`config.mk`:
```
export PLATFORM = sky130hd
export DESIGN_NAME = dpi_stream_sequencer
export DESIGN_NICKNAME = d
export VERILOG_FILES = /design/src/rtl/dpi_stream_sequencer.sv
export SDC_FILE = /design/constraint.sdc
export NUM_CORES = 2
export LEC_CHECK = 0
export BUFFER_PORTS_ARGS = -buffer_cell sky130_fd_sc_hd__buf_2
export CORE_ASPECT_RATIO = 1.4
export CORE_MARGIN = 1.5
export CORE_UTILIZATION = 63
export DETAILED_ROUTE_END_ITERATION = 10
export HOLD_SLACK_MARGIN = 0.12
export PLACE_DENSITY = 0.88
export RECOVER_POWER = 100
export REMOVE_ABC_BUFFERS = 1
export SLEW_MARGIN = 25
export SYNTH_ARGS = -nofsm -noshare
export SYNTH_HDL_FRONTEND = slang
export SYNTH_SLANG_ARGS = --single-unit
export TNS_END_PERCENT = 10
```
`constraint.sdc`:
```
create_clock -name clk -period 8.1 [get_ports clk]
set_clock_uncertainty 0.1 [all_clocks]
set_input_delay 0 -clock clk [delete_from_list [all_inputs] [get_ports clk]]
set_output_delay 0 -clock clk [all_outputs]
set_load 0.02 [all_outputs]
```
`src/rtl/dpi_stream_sequencer.sv`:
```
// DPI matcher front end: maps flow keys to 6-bit stream ids and sequences load_state / chars / eop.
// Optional DPI_SEQ_ERR_CNT_EN adds err_cnt counting dropped non-sop beats and truncated packets.
module dpi_stream_sequencer #(
   parameter int KEY_W     = 16,
   parameter int NUM_REGEX = 8,
   parameter int LOAD_GAP  = 2,
   parameter int EOP_GAP   = 2
) (
   input  logic                 clk,
   input  logic                 rst_n,
   input  logic                 in_vld,
   output logic                 in_rdy,
   input  logic [7:0]           in_data,
   input  logic                 in_sop,
   input  logic                 in_eop,
   input  logic [KEY_W-1:0]     in_flow_key,
   input  logic [NUM_REGEX-1:0] in_enable,
   input  logic                 flush,
   output logic [7:0]           char_in,
   output logic                 char_in_vld,
   output logic                 load_state,
   output logic [5:0]           stream_id,
   output logic                 new_stream_id,
   output logic                 eop,
   output logic [NUM_REGEX-1:0] enable,
   output logic                 busy,
   output logic                 table_full
`ifdef DPI_SEQ_ERR_CNT_EN
   ,
   output logic [15:0]          err_cnt
`endif
);

   typedef enum logic [2:0] {
      S_IDLE, S_LOOKUP, S_LOAD, S_GAP, S_STREAM, S_DRAIN, S_EOP
   } state_e;

   state_e                 state_q, state_d;
   logic [7:0]             cnt_q, cnt_d;
   logic [KEY_W-1:0]       key_q;
   logic [KEY_W-1:0]       key_tab_q [64];
   logic [63:0]            valid_q;
   logic [6:0]             free_ptr_q;
   logic [5:0]             rr_ptr_q;
   logic                   flush_pend_q;
   logic                   first_q;
   logic                   fresh_q;
   logic [5:0]             stream_id_q;
   logic [NUM_REGEX-1:0]   enable_q;
   logic                   load_q, new_q, eop_q, busy_q, char_vld_q;
   logic [7:0]             char_q;

   logic [63:0]            hit_vec;
   logic                   hit;
   logic [5:0]             hit_idx, alloc_idx;
   logic                   full_w;
   logic                   accept_sop, do_flush, take, trunc;

   for (genvar gi = 0; gi < 64; gi++) begin : g_cmp
      assign hit_vec[gi] = valid_q[gi] && (key_tab_q[gi] == key_q);
   end

   // Entries are allocated in index order and only ever cleared all at once,
   // so the free pointer is always the lowest free index.
   assign full_w = free_ptr_q[6];
   assign hit    = |hit_vec;

   always_comb begin
      hit_idx = '0;
      for (int i = 63; i >= 0; i--) begin
         if (hit_vec[i]) hit_idx = 6'(i);
      end
      alloc_idx = hit ? hit_idx : (full_w ? rr_ptr_q : free_ptr_q[5:0]);
   end

   always_comb begin
      state_d    = state_q;
      cnt_d      = cnt_q;
      in_rdy     = 1'b0;
      accept_sop = 1'b0;
      do_flush   = 1'b0;
      take       = 1'b0;
      trunc      = 1'b0;
      unique case (state_q)
         S_IDLE: begin
            in_rdy = in_vld & ~in_sop;
            if (flush | flush_pend_q) begin
               do_flush = 1'b1;
            end else if (in_vld & in_sop) begin
               accept_sop = 1'b1;
               state_d    = S_LOOKUP;
            end
         end
         S_LOOKUP: state_d = S_LOAD;
         S_LOAD: begin
            state_d = S_GAP;
            cnt_d   = 8'(LOAD_GAP - 2);
         end
         S_GAP: begin
            if (cnt_q == 8'd0) state_d = S_STREAM;
            else               cnt_d   = cnt_q - 8'd1;
         end
         S_STREAM: begin
            // The packet's own sop beat is still pending on the first beat; any later sop truncates.
            trunc  = in_vld & in_sop & ~first_q;
            in_rdy = ~trunc;
            cnt_d  = 8'(EOP_GAP - 1);
            if (trunc) begin
               state_d = S_DRAIN;
            end else if (in_vld) begin
               take = 1'b1;
               if (in_eop) state_d = S_DRAIN;
            end
         end
         S_DRAIN: begin
            if (cnt_q == 8'd0) state_d = S_EOP;
            else               cnt_d   = cnt_q - 8'd1;
         end
         S_EOP:   state_d = S_IDLE;
         default: state_d = S_IDLE;
      endcase
   end

   always_ff @(posedge clk) begin
      if (!rst_n) begin
         state_q      <= S_IDLE;
         cnt_q        <= '0;
         key_q        <= '0;
         valid_q      <= '0;
         free_ptr_q   <= '0;
         rr_ptr_q     <= '0;
         flush_pend_q <= 1'b0;
         first_q      <= 1'b0;
         fresh_q      <= 1'b0;
         stream_id_q  <= '0;
         enable_q     <= '0;
         load_q       <= 1'b0;
         new_q        <= 1'b0;
         eop_q        <= 1'b0;
         busy_q       <= 1'b0;
         char_vld_q   <= 1'b0;
         char_q       <= '0;
      end else begin
         state_q    <= state_d;
         cnt_q      <= cnt_d;
         load_q     <= (state_q == S_LOAD);
         new_q      <= (state_q == S_LOAD) & fresh_q;
         eop_q      <= (state_q == S_EOP);
         busy_q     <= (state_q != S_IDLE);
         char_vld_q <= take;
         if (take) begin
            char_q  <= in_data;
            first_q <= 1'b0;
         end
         if (accept_sop) begin
            key_q    <= in_flow_key;
            enable_q <= in_enable;
            first_q  <= 1'b1;
         end
         if (do_flush)   flush_pend_q <= 1'b0;
         else if (flush) flush_pend_q <= 1'b1;
         if (do_flush) begin
            valid_q    <= '0;
            free_ptr_q <= '0;
            rr_ptr_q   <= '0;
         end
         if (state_q == S_LOOKUP) begin
            stream_id_q <= alloc_idx;
            fresh_q     <= ~hit;
            if (!hit) begin
               valid_q[alloc_idx] <= 1'b1;
               if (full_w) rr_ptr_q   <= rr_ptr_q + 6'd1;
               else        free_ptr_q <= free_ptr_q + 7'd1;
            end
         end
      end
   end

   always_ff @(posedge clk) begin
      if (state_q == S_LOOKUP && !hit) key_tab_q[alloc_idx] <= key_q;
   end

`ifdef DPI_SEQ_ERR_CNT_EN
   logic [15:0] err_q;
   logic        err_evt;
   assign err_evt = (state_q == S_IDLE && in_vld && !in_sop) || trunc;

   always_ff @(posedge clk) begin
      if (!rst_n)                            err_q <= '0;
      else if (err_evt && err_q != 16'hFFFF) err_q <= err_q + 16'd1;
   end
   assign err_cnt = err_q;
`endif

   assign char_in       = char_q;
   assign char_in_vld   = char_vld_q;
   assign load_state    = load_q;
   assign stream_id     = stream_id_q;
   assign new_stream_id = new_q;
   assign eop           = eop_q;
   assign enable        = enable_q;
   assign busy          = busy_q;
   assign table_full    = full_w;

endmodule

```
==> impl_results.html <==
<table>
<tr><th>Metric</th><th>Value</th></tr>
<tr><th colspan="2">Worst setup path</th></tr>
<tr><td>Reg-to-reg startpoint</td><td>key_q[9]</td></tr>
<tr><td>Kind of critical path</td><td>flop to flop</td></tr>
<tr><td>Arrival time reported for the critical path endpoint</td><td>7.53 ns</td></tr>
<tr><td>Highest net fanout along the worst path</td><td>28</td></tr>
<tr><td>Worst reg2reg path endpoint</td><td>key_tab_q[15][7]</td></tr>
<tr><td>R2R setup slack</td><td>0.79 ns</td></tr>
<tr><td>Crit path required time</td><td>8.32 ns</td></tr>
<tr><td>Type of destination of the critical path</td><td>flop</td></tr>
<tr><td>Reg2Reg Depth</td><td>13</td></tr>
<tr><td>Critical Path Start Type</td><td>flop</td></tr>
<tr><th colspan="2">Timing</th></tr>
<tr><td>Time the worst path needs with I/O delays and setup</td><td>between 7 and 8 ns</td></tr>
<tr><td>Worst rel slew slack</td><td>-32.5%</td></tr>
<tr><td>Max-slew violation total from the final report</td><td>approximately 160</td></tr>
<tr><td>Achievable clock frequency</td><td>137 MHz</td></tr>
<tr><td>Min Hold Slack</td><td>slightly above 0.3 ns</td></tr>
<tr><td>Sum of negative setup slack</td><td>0 ns</td></tr>
<tr><td>Post-route worst setup slack</td><td>between 0.7 and 0.8 ns</td></tr>
<tr><td>Final count of hold timing violations</td><td>0</td></tr>
<tr><td>Final number of setup-violating endpoints</td><td>0</td></tr>
<tr><td>Crit share post-route</td><td>approximately nine tenths</td></tr>
<tr><td>Unrepaired setup endpoints after global routing</td><td>no</td></tr>
<tr><td>Slew @ Worst Pin</td><td>between 1.5 and 2 ns</td></tr>
<tr><th colspan="2">Place</th></tr>
<tr><td>Last weighted congestion value of the routability-driven placer</td><td>about 0.98</td></tr>
<tr><td>Worst-case setup slack after placement</td><td>1.79 ns</td></tr>
<tr><td>Detailed placer's ending HPWL</td><td>around 90 mm</td></tr>
<tr><td>Placed cell count</td><td>just over 5000</td></tr>
<tr><td>Port-buffer cells</td><td>66</td></tr>
<tr><th colspan="2">Cells and area</th></tr>
<tr><td>Area added between synthesis and finish</td><td>11.2%</td></tr>
<tr><td>Area taken by multi-input logic gates</td><td>around 0.019 mm²</td></tr>
<tr><td>Count of filler cells inserted in the layout</td><td>between 4000 and 5000</td></tr>
<tr><td>Share of post-route cells with drive strength above 1</td><td>9.51%</td></tr>
<tr><td>FF+latch area</td><td>0.0335 mm²</td></tr>
<tr><td>Number of cells in the finished layout apart from fillers</td><td>about 5500</td></tr>
<tr><td>Nets</td><td>4319</td></tr>
<tr><th colspan="2">Clocking</th></tr>
<tr><td>Clock-pin slew on the worst setup and hold paths</td><td>about 0.08 ns</td></tr>
<tr><td>TritonCTS sink count</td><td>~1200</td></tr>
<tr><td>CTS tree</td><td>built</td></tr>
<tr><td>Clock root cell</td><td>sky130_fd_sc_hd__clkbuf_16</td></tr>
<tr><td>Bufs on Longest Clock Path</td><td>3</td></tr>
<tr><td>Total CTS buffers</td><td>99</td></tr>
<tr><td>CTS H-tree depth</td><td>3</td></tr>
<tr><td>Source-to-sink clock delay at the later pin of the worst-skew pair</td><td>roughly 0.70 ns</td></tr>
<tr><th colspan="2">Hold path</th></tr>
<tr><td>Hold Crit Depth</td><td>4</td></tr>
<tr><td>End of the worst hold path</td><td>flush_pend_q</td></tr>
<tr><td>Worst Min Path Start</td><td>flush</td></tr>
<tr><td>Path category of the worst min-delay check</td><td>input pin to flop</td></tr>
<tr><th colspan="2">GRT</th></tr>
<tr><td>Number of global-route vias before repair</td><td>just under 40000</td></tr>
<tr><td>Pin count of the biggest net entering global routing</td><td>between 50 and 60</td></tr>
<tr><td>Total track usage</td><td>between 30% and 40%</td></tr>
<tr><td>Antenna violations before repair</td><td>5</td></tr>
<tr><td>Global-route wire length before repair</td><td>approximately 230 mm</td></tr>
<tr><td>GRT overflow</td><td>0</td></tr>
<tr><th colspan="2">Route</th></tr>
<tr><td>Average via count per standard cell</td><td>approximately 6.9</td></tr>
<tr><td>DRC violation total after the first TritonRoute iteration</td><td>around 5300</td></tr>
<tr><td>Routed wire per std cell</td><td>~28 µm</td></tr>
<tr><td>Routed via count</td><td>between 30000 and 40000</td></tr>
<tr><td>Routed wire length</td><td>153 mm</td></tr>
<tr><td>First-pass iteration count of the detailed router</td><td>6</td></tr>
<tr><td>Antenna Nets Post-Route</td><td>0</td></tr>
<tr><td># DRC</td><td>0</td></tr>
<tr><th colspan="2">Synth</th></tr>
<tr><td>Unique masters post-synth</td><td>87</td></tr>
<tr><td>Mean instance size in the synthesized netlist</td><td>13.4 µm²</td></tr>
<tr><td>Synth Cell Area</td><td>roughly 0.054 mm²</td></tr>
<tr><td>Post-synthesis compound-gate area fraction</td><td>under 10%</td></tr>
<tr><td>Adder-cell area share of the yosys netlist</td><td>0.0932%</td></tr>
<tr><td>Ys async rst share</td><td>0%</td></tr>
<tr><td>Number of synthesized flops with an enable pin</td><td>approximately 1000</td></tr>
<tr><td>Dominant combinational cell family by area after synthesis</td><td>XOR/XNOR gates</td></tr>
<tr><td>Yosys synthesis warning count</td><td>0</td></tr>
<tr><td>Basic-gate share of the synthesized area counting and, or, nand and nor cells</td><td>between 10 and 15%</td></tr>
<tr><td>Share of synthesized area spent on multiplexers</td><td>less than 1%</td></tr>
<tr><td>Number of synthesized register bits</td><td>1158</td></tr>
<tr><td>Synth Instances</td><td>between 4000 and 5000</td></tr>
<tr><td>Post-synthesis share of cell area spent on xor and xnor gates</td><td>16.9%</td></tr>
<tr><td>Most common flop cell mapped by yosys</td><td>sky130_fd_sc_hd__edfxtp_1</td></tr>
<tr><td>Portion of the post-synthesis area used by sequential elements</td><td>just over 60%</td></tr>
<tr><th colspan="2">Die</th></tr>
<tr><td>Overall die height</td><td>~350 µm</td></tr>
<tr><td>Std cell rows</td><td>126</td></tr>
<tr><td>Chip Width</td><td>~250 µm</td></tr>
<tr><td>Starting density of the core</td><td>~64%</td></tr>
<tr><td>Core Box Area</td><td>roughly 0.084 mm²</td></tr>
<tr><td>Count of boundary I/O pins</td><td>between 60 and 70</td></tr>
<tr><td>Full die area</td><td>just under 0.09 mm²</td></tr>
<tr><th colspan="2">Power</th></tr>
<tr><td>Power Total</td><td>between 10 and 15 mW</td></tr>
<tr><td>Power Density</td><td>around 220 mW/mm²</td></tr>
<tr><td>Pleak</td><td>between 15 and 20 nW</td></tr>
<tr><td>Largest voltage drop on the vdd net</td><td>0.279 mV</td></tr>
<tr><th colspan="2">Run status</th></tr>
<tr><td>Status</td><td>finished with violations</td></tr>
<tr><td>Failing checks</td><td>capacitance limit, slew limit</td></tr>
<tr><th colspan="2">Flow run</th></tr>
<tr><td>Number of maximum-capacitance constraint violations</td><td>7</td></tr>
</table>
-- metrics by stage --
step,cell area [µm²],util [%]
finish,59700,70.8
global route,59700,70.8
CTS,60000,71.1
detailed placement,55500,65.8
global placement,55500,65.8
floorplan,52200,-
-- synthesized netlist by cell type, types with 14 or more instances --
library cell,instances,share of area [%]
sky130_fd_sc_hd__a21oi_1,41,0.38
sky130_fd_sc_hd__a22oi_1,16,0.22
sky130_fd_sc_hd__and3_1,30,0.35
sky130_fd_sc_hd__and4_1,36,0.59
sky130_fd_sc_hd__buf_2,14,0.13
sky130_fd_sc_hd__buf_4,17,0.24
sky130_fd_sc_hd__buf_6,87,1.8
sky130_fd_sc_hd__clkbuf_1,26,0.18
sky130_fd_sc_hd__dfxtp_1,134,5.0
sky130_fd_sc_hd__edfxtp_1,1024,57
sky130_fd_sc_hd__mux2i_1,16,0.30
sky130_fd_sc_hd__nand2_1,254,1.8
sky130_fd_sc_hd__nand3_1,151,1.4
sky130_fd_sc_hd__nand4_1,292,3.4
sky130_fd_sc_hd__nand4b_1,28,0.46
sky130_fd_sc_hd__nor2_1,151,1.1
sky130_fd_sc_hd__nor3_1,105,0.98
sky130_fd_sc_hd__nor3b_1,47,0.66
sky130_fd_sc_hd__nor4_1,46,0.54
sky130_fd_sc_hd__nor4b_1,14,0.23
sky130_fd_sc_hd__o21ai_0,33,0.31
sky130_fd_sc_hd__o21ai_1,49,0.46
sky130_fd_sc_hd__o22ai_1,30,0.35
sky130_fd_sc_hd__or2_2,50,0.58
sky130_fd_sc_hd__or3_1,15,0.17
sky130_fd_sc_hd__or4_1,62,0.87
sky130_fd_sc_hd__or4b_1,14,0.26
sky130_fd_sc_hd__or4b_2,26,0.48
sky130_fd_sc_hd__xnor2_1,792,13
sky130_fd_sc_hd__xor2_1,241,3.9
-- what timing repair did --
action / CTS / global route
endpoints found under the hold margin: 86 / 0
buffers inserted: 0 / 0
gates resized for setup: 0 / 0
hold buffers: 102 / 0
-- cell usage in the layout, fill, tap and decap left out, drive strengths merged, types with 7 or more instances in the layout --
master,instances
a211oi,9
a21oi,41
a22oi,16
and2,10
and3,30
and4,36
buf,144
bufinv,13
clkbuf,209
clkinv,38
dfxtp,134
dlygate4sd3,102
edfxtp,1024
inv,17
mux2i,16
nand2,254
nand3,151
nand4,293
nand4b,28
nor2,152
nor2b,9
nor3,108
nor3b,52
nor4,46
nor4b,14
o211ai,10
o21ai,82
o22ai,30
o311ai,7
or2,52
or3,16
or4,62
or4b,40
xnor2,792
xor2,242
-- kinds of logic (layout without fill, tap and decap cells) --
logic type      after synthesis  after routing
buf+inv                     168            526
other cells                   0              3
simple gates               1378           1378
xor+xnor                   1034           1034
fa+ha+maj                     4              4
flops                      1158           1158
compound gates              245            245
mux                          18             18
-- final cells by class --
cell class / count / area share, %
Multi-Input combinational cell: 2679 / 31.5
Tap cell: 1088 / 2.28
Antenna cell: 3 / 0.0126
Clock buffer: 129 / 4.63
Clock inverter: 58 / 1.11
Timing Repair Buffer: 326 / 4.36
Inverter: 13 / 0.0817
Sequential cell: 1158 / 56.1
-- report_power, final --
part	total, mW	internal (mW)	switching [mW]
clock network	5.08	2.84	2.24
registers	6.72	6.57	0.153
logic	1.37	0.454	0.912
total	13.2	9.86	3.31
-- worst max-delay path by stage --
stage                              to  slack (ns)  startpoint
floorplan            key_tab_q[10][0]        0.76    key_q[9]
global placement     key_tab_q[9][12]        1.96    key_q[2]
detailed placement   key_tab_q[11][1]        1.79    key_q[2]
CTS                  key_tab_q[11][0]        1.76    key_q[2]
global route        key_tab_q[15][14]        0.79   key_q[15]
finish               key_tab_q[15][7]        0.79    key_q[9]
-- state kept, by name (all words and copies together) (netlist names) --
name           count
enable             8
fresh_q            1
free_ptr_q         7
valid_q           64
cnt_q              8
first_q            1
char_in            8
flush_pend_q       1
busy               1
eop                1
load_state         1
char_in_vld        1
key_tab_q       1024
stream_id          6
state_q            3
key_q             16
new_stream_id      1
rr_ptr_q           6
-- metal layers --
metal  wire length [µm]  GRT usage, %  up-vias
li1                   -             -    15500
met1              49700          40.8    17900
met2              72500          56.8     3136
met3              17900          7.19      803
met4              12600          26.5        6
met5                 41             0        -
-- worst max-delay path, stage by stage, from the launching register on --
cell and delay, ns:
sky130_fd_sc_hd__dfxtp_1 1.57, sky130_fd_sc_hd__buf_4 0.52, sky130_fd_sc_hd__clkbuf_1 0.33, sky130_fd_sc_hd__xnor2_1 0.16, sky130_fd_sc_hd__and4_1 0.24, sky130_fd_sc_hd__nand4_1 0.09
sky130_fd_sc_hd__o22ai_1 0.18, sky130_fd_sc_hd__or4_1 0.54, sky130_fd_sc_hd__or4b_1 0.65, sky130_fd_sc_hd__or3_1 0.65, sky130_fd_sc_hd__nor3b_2 0.67, sky130_fd_sc_hd__nand2_1 0.33
sky130_fd_sc_hd__nor2_1 0.16, sky130_fd_sc_hd__clkbuf_1 0.70
Power figures use the tool's default switching activity.
